==> src/rtl/conv_feeder.sv <==
// Streaming feeder for the binary-weight conv engine: reads TI kernels and DATA_WORDS
// activation words from 1-cycle-latency memories, strobes them out, then runs the compute burst.
module conv_feeder #(
  parameter int TI             = 3,
  parameter int DATA_WORDS     = 48,
  parameter int COMPUTE_CYCLES = 42,
  parameter int ADDR_W         = 12
) (
  input  logic              clk,
  input  logic              rst_n,
  input  logic              start,
  input  logic              abort,
  input  logic              hold,
  input  logic [ADDR_W-1:0] act_base,
  input  logic [ADDR_W-1:0] w_base,
  output logic              act_rd_en,
  output logic [ADDR_W-1:0] act_rd_addr,
  input  logic [6*TI-1:0]   act_rd_data,
  output logic              w_rd_en,
  output logic [ADDR_W-1:0] w_rd_addr,
  input  logic [8:0]        w_rd_data,
  output logic [6*TI-1:0]   data_out,
  output logic [8:0]        weight_out,
  output logic              buffer_data_fire,
  output logic              buffer_weight_fire,
  output logic              compute_fire,
  output logic              busy,
  output logic              done,
  output logic [2:0]        dbg_state
);

  localparam int CNT_W = $clog2(TI + DATA_WORDS + COMPUTE_CYCLES + 2);

  typedef enum logic [2:0] {
    S_IDLE    = 3'd0,
    S_LOAD_W  = 3'd1,
    S_LOAD_D  = 3'd2,
    S_COMPUTE = 3'd3,
    S_FIN     = 3'd4
  } state_t;

  state_t            r_state;
  logic [CNT_W-1:0]  r_cnt;
  logic [ADDR_W-1:0] r_act_base;
  logic              r_w_pend;
  logic              r_a_pend;

  assign dbg_state = r_state;

  // Handshake: no back-pressure on loads; a read issued in cycle t returns data in t+1,
  // which is registered and strobed in t+2. hold only gates compute_fire.
  always_ff @(posedge clk or negedge rst_n) begin
    if (!rst_n) begin
      r_state            <= S_IDLE;
      r_cnt              <= '0;
      r_act_base         <= '0;
      r_w_pend           <= 1'b0;
      r_a_pend           <= 1'b0;
      act_rd_en          <= 1'b0;
      act_rd_addr        <= '0;
      w_rd_en            <= 1'b0;
      w_rd_addr          <= '0;
      data_out           <= '0;
      weight_out         <= '0;
      buffer_data_fire   <= 1'b0;
      buffer_weight_fire <= 1'b0;
      compute_fire       <= 1'b0;
      busy               <= 1'b0;
      done               <= 1'b0;
    end else begin
      done <= 1'b0;
      // Read-return pipeline; abort kills anything still in flight.
      r_w_pend           <= w_rd_en & ~abort;
      r_a_pend           <= act_rd_en & ~abort;
      buffer_weight_fire <= r_w_pend & ~abort;
      buffer_data_fire   <= r_a_pend & ~abort;
      if (r_w_pend && !abort) weight_out <= w_rd_data;
      if (r_a_pend && !abort) data_out <= act_rd_data;

      if (abort) begin
        r_state      <= S_IDLE;
        r_cnt        <= '0;
        w_rd_en      <= 1'b0;
        act_rd_en    <= 1'b0;
        compute_fire <= 1'b0;
        busy         <= 1'b0;
      end else begin
        case (r_state)
          S_IDLE: begin
            if (start) begin
              r_act_base <= act_base;
              w_rd_addr  <= w_base;
              w_rd_en    <= 1'b1;
              busy       <= 1'b1;
              r_cnt      <= CNT_W'(1);
              r_state    <= S_LOAD_W;
            end
          end
          S_LOAD_W: begin
            if (r_cnt == CNT_W'(TI)) begin
              w_rd_en     <= 1'b0;
              act_rd_en   <= 1'b1;
              act_rd_addr <= r_act_base;
              r_cnt       <= CNT_W'(1);
              r_state     <= S_LOAD_D;
            end else begin
              w_rd_addr <= w_rd_addr + ADDR_W'(1);
              r_cnt     <= r_cnt + CNT_W'(1);
            end
          end
          S_LOAD_D: begin
            // Issue phase, then one drain cycle so the move to COMPUTE lands on the last fire.
            if (r_cnt < CNT_W'(DATA_WORDS)) begin
              act_rd_addr <= act_rd_addr + ADDR_W'(1);
              r_cnt       <= r_cnt + CNT_W'(1);
            end else if (r_cnt == CNT_W'(DATA_WORDS)) begin
              act_rd_en <= 1'b0;
              r_cnt     <= r_cnt + CNT_W'(1);
            end else begin
              r_cnt   <= '0;
              r_state <= S_COMPUTE;
            end
          end
          S_COMPUTE: begin
            compute_fire <= ~hold;
            if (!hold) begin
              if (r_cnt == CNT_W'(COMPUTE_CYCLES - 1)) begin
                r_cnt   <= '0;
                r_state <= S_FIN;
              end else begin
                r_cnt <= r_cnt + CNT_W'(1);
              end
            end
          end
          S_FIN: begin
            compute_fire <= 1'b0;
            done         <= 1'b1;
            busy         <= 1'b0;
            r_state      <= S_IDLE;
          end
          default: begin
            r_state <= S_IDLE;
          end
        endcase
      end
    end
  end

endmodule

==> config.mk <==
export PLATFORM = sky130hd
export DESIGN_NAME = conv_feeder
export DESIGN_NICKNAME = d
export VERILOG_FILES = /design/src/rtl/conv_feeder.sv
export SDC_FILE = /design/constraint.sdc
export NUM_CORES = 1
export LEC_CHECK = 0
export ABC_CLOCK_PERIOD_IN_PS = 2600
export CAP_MARGIN = 40
export CORE_MARGIN = 2
export CORE_UTILIZATION = 25
export DETAILED_ROUTE_END_ITERATION = 7
export DONT_BUFFER_PORTS = 1
export GPL_ROUTABILITY_DRIVEN = 0
export PLACE_DENSITY = 0.35
export REMOVE_ABC_BUFFERS = 1
export SYNTH_ARGS = -nofsm -noshare
export SYNTH_HDL_FRONTEND = slang
export SYNTH_SLANG_ARGS = --single-unit
==> constraint.sdc <==
create_clock -name clk -period 2.6 [get_ports clk]
set_input_delay 0.26 -clock clk [delete_from_list [all_inputs] [get_ports clk]]
set_output_delay 0.26 -clock clk [all_outputs]
set_load 0.01 [all_outputs]
==> run_results.csv, run 1 <==
group,metric,value,unit
sta,post-route-period-util,84.17,%
floorplan,dieWidth,131.4,um
placed_design,placedCellCount,593,
worst_setup_path,r2r_cells,6,
synthesis,ys_seq_elements,82,
global_route,grt_usage,12.70,%
sta,tightest_slew,0.6913,ns
layout,layout.cells.non_filler,611,
sta,relSlewSlack,53.76,%
clocking,cts_buffer_depth,2,
clocking,worstSkewPairLatency,0.34,ns
hold_path,hp-start,"w_base[0]",
layout,diodes,0,
clocking,cts_max_level,3,
synthesis,syn_area,4059,um2
route,routed_wl,10.67,mm
sta,tns,0,ns
clocking,cts_root_buf,"clkbuf_16",
sta,period_needed,2.188,ns
route,wire_per_inst,17.46,um
clocking,cts_sinks,82,
worst_setup_path,cp_max_fo,17,
worst_setup_path,cp.arrival,2.38,ns
power_and_ir_drop,p_sw,1.032,mW
power_and_ir_drop,power_frac_comb,12.7,%
synthesis,synth_top_cell_by_area,"dfrtp_1",
synthesis,syn-mean-instance-area,10.41,um2
hold_path,min_path_cells,2,
synthesis,synth_area_leaders,"dfrtp_1 (51%), mux2_2 (8.0%), a21oi_1 (4.3%)",
sta,rsz0062_at_grt,"false",
floorplan,initial_utilization,25.55,%
clocking,cts_resized,0,
global_route,overflow,0,
sta,finalHoldViolCount,0,
placed_design,hpwl,7.014,mm
route,antenna_left,0,
worst_setup_path,r2r_start,"dbg_state[1]",
worst_setup_path,critPathRequiredTime,2.79,ns
synthesis,synth-seq-area-share,50.55,%
power_and_ir_drop,leakage,1.937,nW
route,drc,0,
route,drt_iter0_drc,181,
layout,nets,453,
route,dr.pass1.iters,4,
synthesis,yosys_warnings,0,
worst_setup_path,r2r-end,"r_cnt[3]",
placed_design,io_buffers,0,
clocking,post-cts-setup-buffer-count,0,
run_status,status,"finished, final reports clean",
run,cap_violations,0,
hold_path,holdPathEnd,"w_rd_addr[0]",
layout,syn_to_final_growth,14.89,%
hold_path,worst_hold_path_type,"input pin to flop",
clocking,clk_pin_slew_worst_paths,0.06,ns
global_route,grt_max_degree,83,
floorplan,rows,46,
global_route,grt_pass1_wl,17.17,mm
worst_setup_path,startpoint_type,"flop",
floorplan,io_pins,117,
worst_setup_path,startpoint,"dbg_state[1]",
worst_setup_path,critPathCaptureType,"flop",
clocking,cts_made_buffers,9,
worst_setup_path,worstSetupPathType,"flop to flop",
sta,fin_skew,0.006309,ns
synthesis,synth_flop_cell,"dfrtp_1",
route,num_vias,3021,
clocking,cts_tree,"done",
power_and_ir_drop,vdd_ir_drop_max,0.3081,mV
power_and_ir_drop,power.density,759.6,nW/um2
route,viasPerCell,4.944,
global_route,antenna_found_initial,0,
floorplan,die-area,17270,um2
synthesis,synth-edff-count,0,
synthesis,async_reset_ff_share,100.0,%
sta,finalMaxSlewViolations,0,
floorplan,die_h,131.4,um
power_and_ir_drop,internal-power,2.510,mW
synthesis,synth_top_area_share,50.55,%
global_route,grt_pass1_vias,2945,
power_and_ir_drop,pwr-share-clk,37.1,%
clocking,cts_hold_buf,4,
floorplan,core,15890,um2
synthesis,yosysUniqueCellTypes,54,
sta,timing.fmax,0.4570,GHz
worst_setup_path,rrSetupSlack,0.41,ns
sta,setup_viol,0,
layout,layout_commonest_cell,"dfrtp_1",
power_and_ir_drop,p_seq_share,50.3,%
synthesis,synth_cells,390,
layout,drive_gt1_share,17.97,%
layout,final_cell_mix,"dfrtp_1 (82), a21oi_1 (35), nand2_1 (31)",
power_and_ir_drop,swShare,29.14,%
[per-layer routing]
metal	global-route usage, %	wire length [um]
met1	17.18	5046
met2	18.94	4733
met3	3.665	690
met4	5.314	195
met5	0	0
[sequential cells by signal, summed over array words and instances, names as in the netlist]
| signal | count |
|---|---|
| r_a_pend | 1 |
| act_rd_en | 1 |
| r_w_pend | 1 |
| w_rd_addr | 12 |
| compute_fire | 1 |
| act_rd_addr | 12 |
| buffer_data_fire | 1 |
| r_cnt | 7 |
| buffer_weight_fire | 1 |
| weight_out | 9 |
| r_act_base | 12 |
| w_rd_en | 1 |
| busy | 1 |
| done | 1 |
| data_out | 18 |
| dbg_state | 3 |
[worst max-delay path, cell delays in order (launching register included)]
cell and delay (ns):
dfrtp_1 0.37, buf_4 0.20, or4b_1 0.54, a21oi_1 0.33, o2bb2ai_1 0.30, nand4b_1 0.19
a31oi_1 0.10
[power groups by stage]
stage	logic, mW	clock network, mW	registers [mW]
2_1_floorplan	0.339	0	1.74
3_3_place_gp	0.406	0	1.81
3_5_place_dp	0.414	0	1.81
4_1_cts	0.457	1.38	1.79
5_1_grt	0.514	1.43	1.82
6_report	0.448	1.31	1.78
[through the flow]
| stage | setup WS (ns) | util, % | total power, mW | hold WS, ns | cell area [um2] |
|---|---|---|---|---|---|
| floorplan | 0.2570 | - | 2.076 | -0.03559 | 3949 |
| global placement | 0.3070 | 27.05 | 2.218 | -0.03335 | 4297 |
| detailed placement | 0.4680 | 27.14 | 2.226 | -0.03339 | 4312 |
| CTS | 0.4251 | 29.36 | 3.626 | 0.03685 | 4663 |
| global route | 0.2093 | 29.36 | 3.756 | 0.04407 | 4663 |
| finish | 0.4116 | 29.36 | 3.542 | 0.05205 | 4663 |
[cells by family after synthesis]
family | after synthesis | synth area share (%)
buffers and inverters | 30 | 3.175
AND/OR/NAND/NOR | 128 | 16.74
AO/OA/AOI/OAI | 105 | 16.00
multiplexers | 40 | 11.99
flip-flops | 82 | 50.55
adder cells (fa/ha/maj) | 5 | 1.541
[worst max path at each step]
stage                                end  slack [ns]  cells past startpoint
after floorplan           act_rd_addr[8]        0.26                      5
after global placement      w_rd_addr[6]        0.31                      6
final                           r_cnt[3]        0.41                      6
after detailed placement  act_rd_addr[9]        0.47                      6
after global routing      act_rd_addr[0]        0.21                      7
after CTS                       r_cnt[3]        0.43                      6
[cell type report]
cell class / count / area (um2)
fill: 1655 / 11220
sequential: 82 / 2052
multi-input combinational: 278 / 1881
tap: 216 / 270.3
clock buffer: 12 / 256.5
timing repair buffer: 16 / 147.6
clock inverter: 2 / 37.54
inverter: 5 / 18.77
[cell usage after synthesis (all sizes together) (7+ instances only)]
cell    count
a21oi      35
mux2       39
o21ai      29
nand3      17
nand2      31
dfrtp      82
buf        10
nor3        9
nor2       26
clkbuf     15
and3        7
Power figures use the tool's default switching activity.
==> inputs of run 2 (changes only) <==
Settings changed: ABC_AREA set to 1, ABC_CLOCK_PERIOD_IN_PS 2600 to 2100.
Clock period 2.6 ns to 2.1 ns, I/O delays scaled along.
==> run_results.csv, run 2 <==
group,metric,value,unit
route,wl_met1,5.385,mm
clocking,clk_pin_slew_worst_paths,0.06,ns
synthesis,synth-seq-area-share,48.51,%
synthesis,synth_compound_area_share,5.531,%
floorplan,die_h,134.1,um
layout,finish.utilization,31.58,%
layout,top_register,"data_out",
route,drc,0,
synthesis,synth_cells,579,
worst_setup_path,critical-path-top-delay-family,"simple AND/OR/NAND/NOR gates",
synthesis,ys_top_cells_by_count,"nand2_1 (264), dfrtp_1 (82), inv_1 (44), nand3_1 (44), nor2_1 (38)",
synthesis,syn_area,4230,um2
sta,rsz0062_at_grt,"false",
layout,syn_to_final_growth,23.78,%
power_and_ir_drop,vdd_ir_drop_max,0.4205,mV
route,drt_iter0_drc,178,
clocking,cts_resized,0,
run_status,status,"finished with violations",
synthesis,yosysUniqueCellTypes,32,
sta,period_needed,1.713,ns
worst_setup_path,worstSetupPathType,"flop to flop",
sta,finalHoldWorstSlack,-0.4351,ns
synthesis,async_reset_ff_share,100.0,%
worst_setup_path,cp_max_fo,11,
synthesis,ys_seq_elements,82,
layout,final_cell_mix,"nand2_1 (264), dfrtp_1 (82), inv_1 (44), nand3_1 (44), dlygate4sd3_1 (41)",
worst_setup_path,max_stage_delay,0.41,ns
route,antenna_left,0,
synthesis,synth-edff-count,0,
worst_setup_path,startpoint_type,"flop",
global_route,grt_pass1_wl,18.81,mm
floorplan,rows,47,
global_route,antenna_found_initial,0,
synthesis,muxShareOfSynthArea,0.2366,%
sta,finalMaxSlewViolations,0,
clocking,cts_max_level,3,
sta,timing.fmax,0.5837,GHz
route,dr.pass1.iters,5,
run,cap_violations,0,
synthesis,synth_top_area_share,48.51,%
placed_design,io_buffers,0,
layout,nets,690,
sta,finalHoldViolCount,82,
route,topRoutingLayerUsed,"met4",
clocking,worstSkewPairLatency,0.34,ns
layout,diodes,0,
layout,layout_commonest_cell,"nand2_1",
worst_setup_path,crit_slowest_cell,"dfrtp_1",
worst_setup_path,crit_path_frequent_cell,"nand2_1",
layout,largest_reg_flops,18,
clocking,cts_tree,"done",
floorplan,initial_utilization,25.51,%
worst_setup_path,cp.arrival,1.94,ns
global_route,grt_max_degree,83,
sta,relSlewSlack,73.92,%
route,routed_wl,11.67,mm
sta,fin_skew,0.007203,ns
sta,setup_viol,0,
clocking,cts_sinks,82,
clocking,cts_made_buffers,9,
clocking,cts_buffer_depth,2,
sta,tightest_slew,0.3871,ns
route,viasPerCell,4.304,
layout,drive_gt1_share,7.741,%
power_and_ir_drop,leakage,2.661,nW
worst_setup_path,crit_chain,"ha_1, inv_1, nor2_1, nand3_1, nand2_1, nand2_1, nand2_2, inv_2, nand2_1, nand2_1",
placed_design,hpwl,8.233,mm
clocking,cts_hold_buf,41,
synthesis,synth_top_cell_by_area,"dfrtp_1",
floorplan,die-area,17980,um2
worst_setup_path,critPathBufInv,2,
route,wire_per_inst,13.68,um
synthesis,synth_xor_area_share,0.6211,%
global_route,grt_usage,13.36,%
route,num_vias,3671,
synthesis,synthAdderAreaFrac,1.479,%
floorplan,core,16580,um2
synthesis,syn-mean-instance-area,7.306,um2
worst_setup_path,critPathRequiredTime,2.33,ns
run_status,violations,"negative hold slack",
hold_path,worst_hold_path_type,"input pin to async pin",
synthesis,synth_top_family_by_area,"simple AND/OR/NAND/NOR gates",
synthesis,synth_flop_cell,"dfrtp_1",
sta,post-route-period-util,81.58,%
synthesis,yosys_warnings,0,
floorplan,io_pins,117,
synthesis,synth_area_leaders,"dfrtp_1 (49%), nand2_1 (23%), nand3_1 (5.2%)",
route,dr_wl_met2,5.216,mm
global_route,grt_pass1_vias,3536,
route,wl_met3,846,um
synthesis,yosys.area_share.simple,37.06,%
synthesis,synth.most_common_cell,"nand2_1",
floorplan,dieWidth,134.1,um
worst_setup_path,critPathCaptureType,"flop",
global_route,overflow,0,
clocking,cts_root_buf,"clkbuf_16",
power_and_ir_drop,power.density,1318,nW/um2
sta,tns,0,ns
-- run 2: worst reg2reg max path: stages, from the launching register on --
cell	delay (ns)
dfrtp_1	0.41
ha_1	0.22
inv_1	0.05
nor2_1	0.08
nand3_1	0.14
nand2_1	0.16
nand2_1	0.08
nand2_2	0.16
inv_2	0.14
nand2_1	0.11
nand2_1	0.05
-- run 2: cell families (layout without fill, tap and decap cells) --
family | count (synthesis) | after routing
muxes | 1 | 1
DFF | 82 | 82
and+or+nand+nor | 376 | 376
buffers and inverters | 66 | 120
AOI/OAI and AO/OA | 46 | 46
xor gates and xnor gates | 3 | 3
adders and majority gates | 5 | 5
-- run 2: cell type report --
| class | count | area (um2) |
|---|---|---|
| clock buffer | 11 | 242.7 |
| clock inverter | 4 | 76.32 |
| fill | 1807 | 11350 |
| inverter | 54 | 203.9 |
| multi-input combinational | 431 | 1901 |
| sequential | 82 | 2052 |
| tap | 220 | 275.3 |
| timing repair buffer | 51 | 485.5 |
-- run 2: final timing paths --
check	from	to	slack, ns	depth (start not counted)
hold / removal	rst_n	w_rd_addr[6]	-0.44	0
setup reg to reg	r_cnt[0]	w_rd_addr[5]	0.39	10
min in group clk	abort	dbg_state[0]	0.07	3
hold reg to reg	r_act_base[0]	r_act_base[0]	0.47	2
max in group asynchronous	rst_n	r_act_base[1]	2.41	0
setup / recovery	r_cnt[0]	w_rd_addr[5]	0.39	10
-- run 2: report_power, final --
group | switching, mW | leakage [nW] | internal, mW | total [mW]
Combinational | 1.27 | 1.46 | 0.793 | 2.06
Clock | 0.665 | 0.152 | 1.07 | 1.74
Sequential | 0.879 | 1.05 | 2.22 | 3.10
Total | 2.82 | 2.66 | 4.08 | 6.90
-- run 2: metrics by stage --
step,std cells,instance area (um2),total power [mW],setup slack (ns),hold WS [ns]
after detailed placement,797,4507,5.172,0.3981,-0.08338
after CTS,853,5236,7.032,0.3795,-0.4569
after global placement,797,4507,5.157,0.3954,-0.08373
after global routing,853,5236,7.527,0.1688,-0.4586
final,853,5236,6.899,0.3868,-0.4351
after floorplan,567,4156,4.445,0.2917,-0.08559
-- run 2: per-layer routing --
| metal | vias up | GRT usage (%) |
|---|---|---|
| li1 | 1914 | - |
| met1 | 1640 | 16.94 |
| met2 | 103 | 21.45 |
| met3 | 14 | 3.855 |
| met4 | 0 | 5.439 |
| met5 | - | 0 |
-- run 2: repair_timing --
item                       in CTS  in global routing
setup buffers                   0                  0
hold endpoints to repair      125                 82
setup endpoints to repair       0                  0
==> inputs of run 3 (changes only) <==
Settings changed: ABC_CLOCK_PERIOD_IN_PS 2100 to 1680.
Clock period 2.1 ns to 1.68 ns, I/O delays scaled along.
==> run_results.csv, run 3 (synthesized netlist as in run 2, its figures left out) <==
group,metric,value,unit
worst_setup_path,r2r-end,"act_rd_addr[11]",
clocking,cts_made_buffers,9,
worst_setup_path,critPathRequiredTime,1.96,ns
global_route,overflow,0,
sta,timing.fmax,0.6387,GHz
clocking,cts_sinks,82,
worst_setup_path,critPathBufInv,2,
layout,nets,717,
worst_setup_path,crit_path_frequent_cell,"nand2_1",
floorplan,core,16580,um2
sta,finalHoldWorstSlack,-0.4795,ns
sta,tightest_slew,0.3901,ns
worst_setup_path,startpoint_type,"flop",
run_status,violations,"negative hold slack",
floorplan,io_pins,117,
layout,largest_reg_flops,18,
sta,setup_viol,0,
route,drc,0,
sta,fin_ws,0.1143,ns
hold_path,worst_hold_path_type,"input pin to async pin",
global_route,grt_usage,13.37,%
sta,finalHoldViolCount,82,
floorplan,die-area,17980,um2
sta,post-route-period-util,93.20,%
clocking,worstSkewPairLatency,0.34,ns
layout,syn_to_final_growth,30.79,%
sta,relSlewSlack,73.90,%
worst_setup_path,worstSetupPathType,"flop to flop",
route,wire_per_inst,13.37,um
global_route,antenna_found_initial,0,
floorplan,initial_utilization,25.51,%
run_status,status,"finished with violations",
layout,final_cell_mix,"nand2_1 (261), dfrtp_1 (81), inv_1 (44), nand3_1 (44), dlygate4sd3_1 (41)",
clocking,cts_hold_buf,41,
placed_design,hpwl,8.401,mm
global_route,grt_max_degree,83,
layout,diodes,0,
route,routed_wl,11.78,mm
layout,finish.utilization,33.36,%
layout,fin_area,5533,um2
worst_setup_path,crit_slowest_cell,"dfrtp_1",
route,antenna_left,0,
layout,layout_commonest_cell,"nand2_1",
placed_design,io_buffers,0,
route,dr.pass1.iters,4,
route,num_vias,3801,
worst_setup_path,r2r_start,"dbg_state[2]",
power_and_ir_drop,power.density,1642,nW/um2
floorplan,dieWidth,134.1,um
worst_setup_path,crit_chain,"inv_1, nand2_2, nor2_4, nand2_1, nand2_1, nand3_2, buf_12, nor2_1, nand2_1, nand2_1",
worst_setup_path,cp_max_fo,9,
layout,top_register,"data_out",
worst_setup_path,rrSetupSlack,0.11,ns
global_route,grt_pass1_wl,18.94,mm
power_and_ir_drop,power,9.085,mW
sta,rsz0062_at_grt,"true",
worst_setup_path,critPathCaptureType,"flop",
route,drt_iter0_drc,193,
clocking,cts_root_buf,"clkbuf_16",
sta,tns,0,ns
route,viasPerCell,4.314,
power_and_ir_drop,vdd_ir_drop_max,0.4623,mV
run,cap_violations,0,
global_route,grt_pass1_vias,3591,
worst_setup_path,r2r_cells,10,
floorplan,rows,47,
clocking,cts_buffer_depth,2,
floorplan,die_h,134.1,um
worst_setup_path,max_stage_delay,0.44,ns
power_and_ir_drop,leakage,2.821,nW
layout,drive_gt1_share,13.16,%
placed_design,dpl-instance-area,4732,um2
sta,period_needed,1.566,ns
sta,finalMaxSlewViolations,0,
clocking,clk_pin_slew_worst_paths,0.07,ns
clocking,cts_tree,"done",
clocking,cts_max_level,3,
worst_setup_path,cp.arrival,1.84,ns
sta,fin_skew,0.008489,ns
worst_setup_path,critical-path-top-delay-family,"simple AND/OR/NAND/NOR gates",
placed_design,post-place-ws,0.02224,ns
-- run 3: cell count changes in the layout (fill, tap and decap cells not counted), sizes merged --
cell / change
clkbuf: +1
buf: +27
-- run 3: metal layers --
metal	part of all wire [%]	global-route usage [%]	vias to the layer above
met4	1.5	4.737	0
met2	44	20.74	103
met5	0	0	-
li1	-	-	1971
met1	47	17.68	1713
met3	7.4	4.119	14
-- run 3: report_power, final --
group	switching [mW]	internal (mW)
clock network	0.825	1.39
logic	1.88	1.32
registers	0.898	2.78
-- run 3: through the flow --
stage	hold slack (ns)	instances
after floorplan	-0.1276	567
after CTS	-0.4990	879
final	-0.4795	881
after global routing	-0.4982	881
after detailed placement	-0.1254	822
after global placement	-0.1256	822
-- run 3: repair_timing --
item	CTS	global route
resized for setup	0	14
buffers inserted	0	2
endpoints found under the hold margin	125	82
endpoints found under the setup margin	0	28
-- run 3: worst max path at each step --
stage               cells past startpoint  slack, ns              end    startpoint
finish                                 10       0.11  act_rd_addr[11]  dbg_state[2]
floorplan                               7      -0.13  act_rd_addr[10]  dbg_state[0]
CTS                                    12       0.01     dbg_state[1]      r_cnt[1]
detailed placement                     12       0.02     dbg_state[1]      r_cnt[1]
global route                           12      -0.02     dbg_state[1]      r_cnt[1]
global placement                        7       0.06         r_cnt[1]  dbg_state[1]
-- run 3: area by class of cell --
type	count	area, um2
fillers	1789	11050
well taps	220	275.3
clock inverters	4	73.82
flip-flops and latches	82	2053
multi-input cells	431	1938
repair buffers	78	725.7
inverters	54	210.2
clock buffers	12	256.5
-- run 3: worst register-to-register path, stage by stage, from the launching register on --
cell and delay, ns:
dfrtp_1 0.44, inv_1 0.13, nand2_2 0.09, nor2_4 0.13, nand2_1 0.09, nand2_1 0.08
nand3_2 0.13, buf_12 0.19, nor2_1 0.11, nand2_1 0.06, nand2_1 0.05
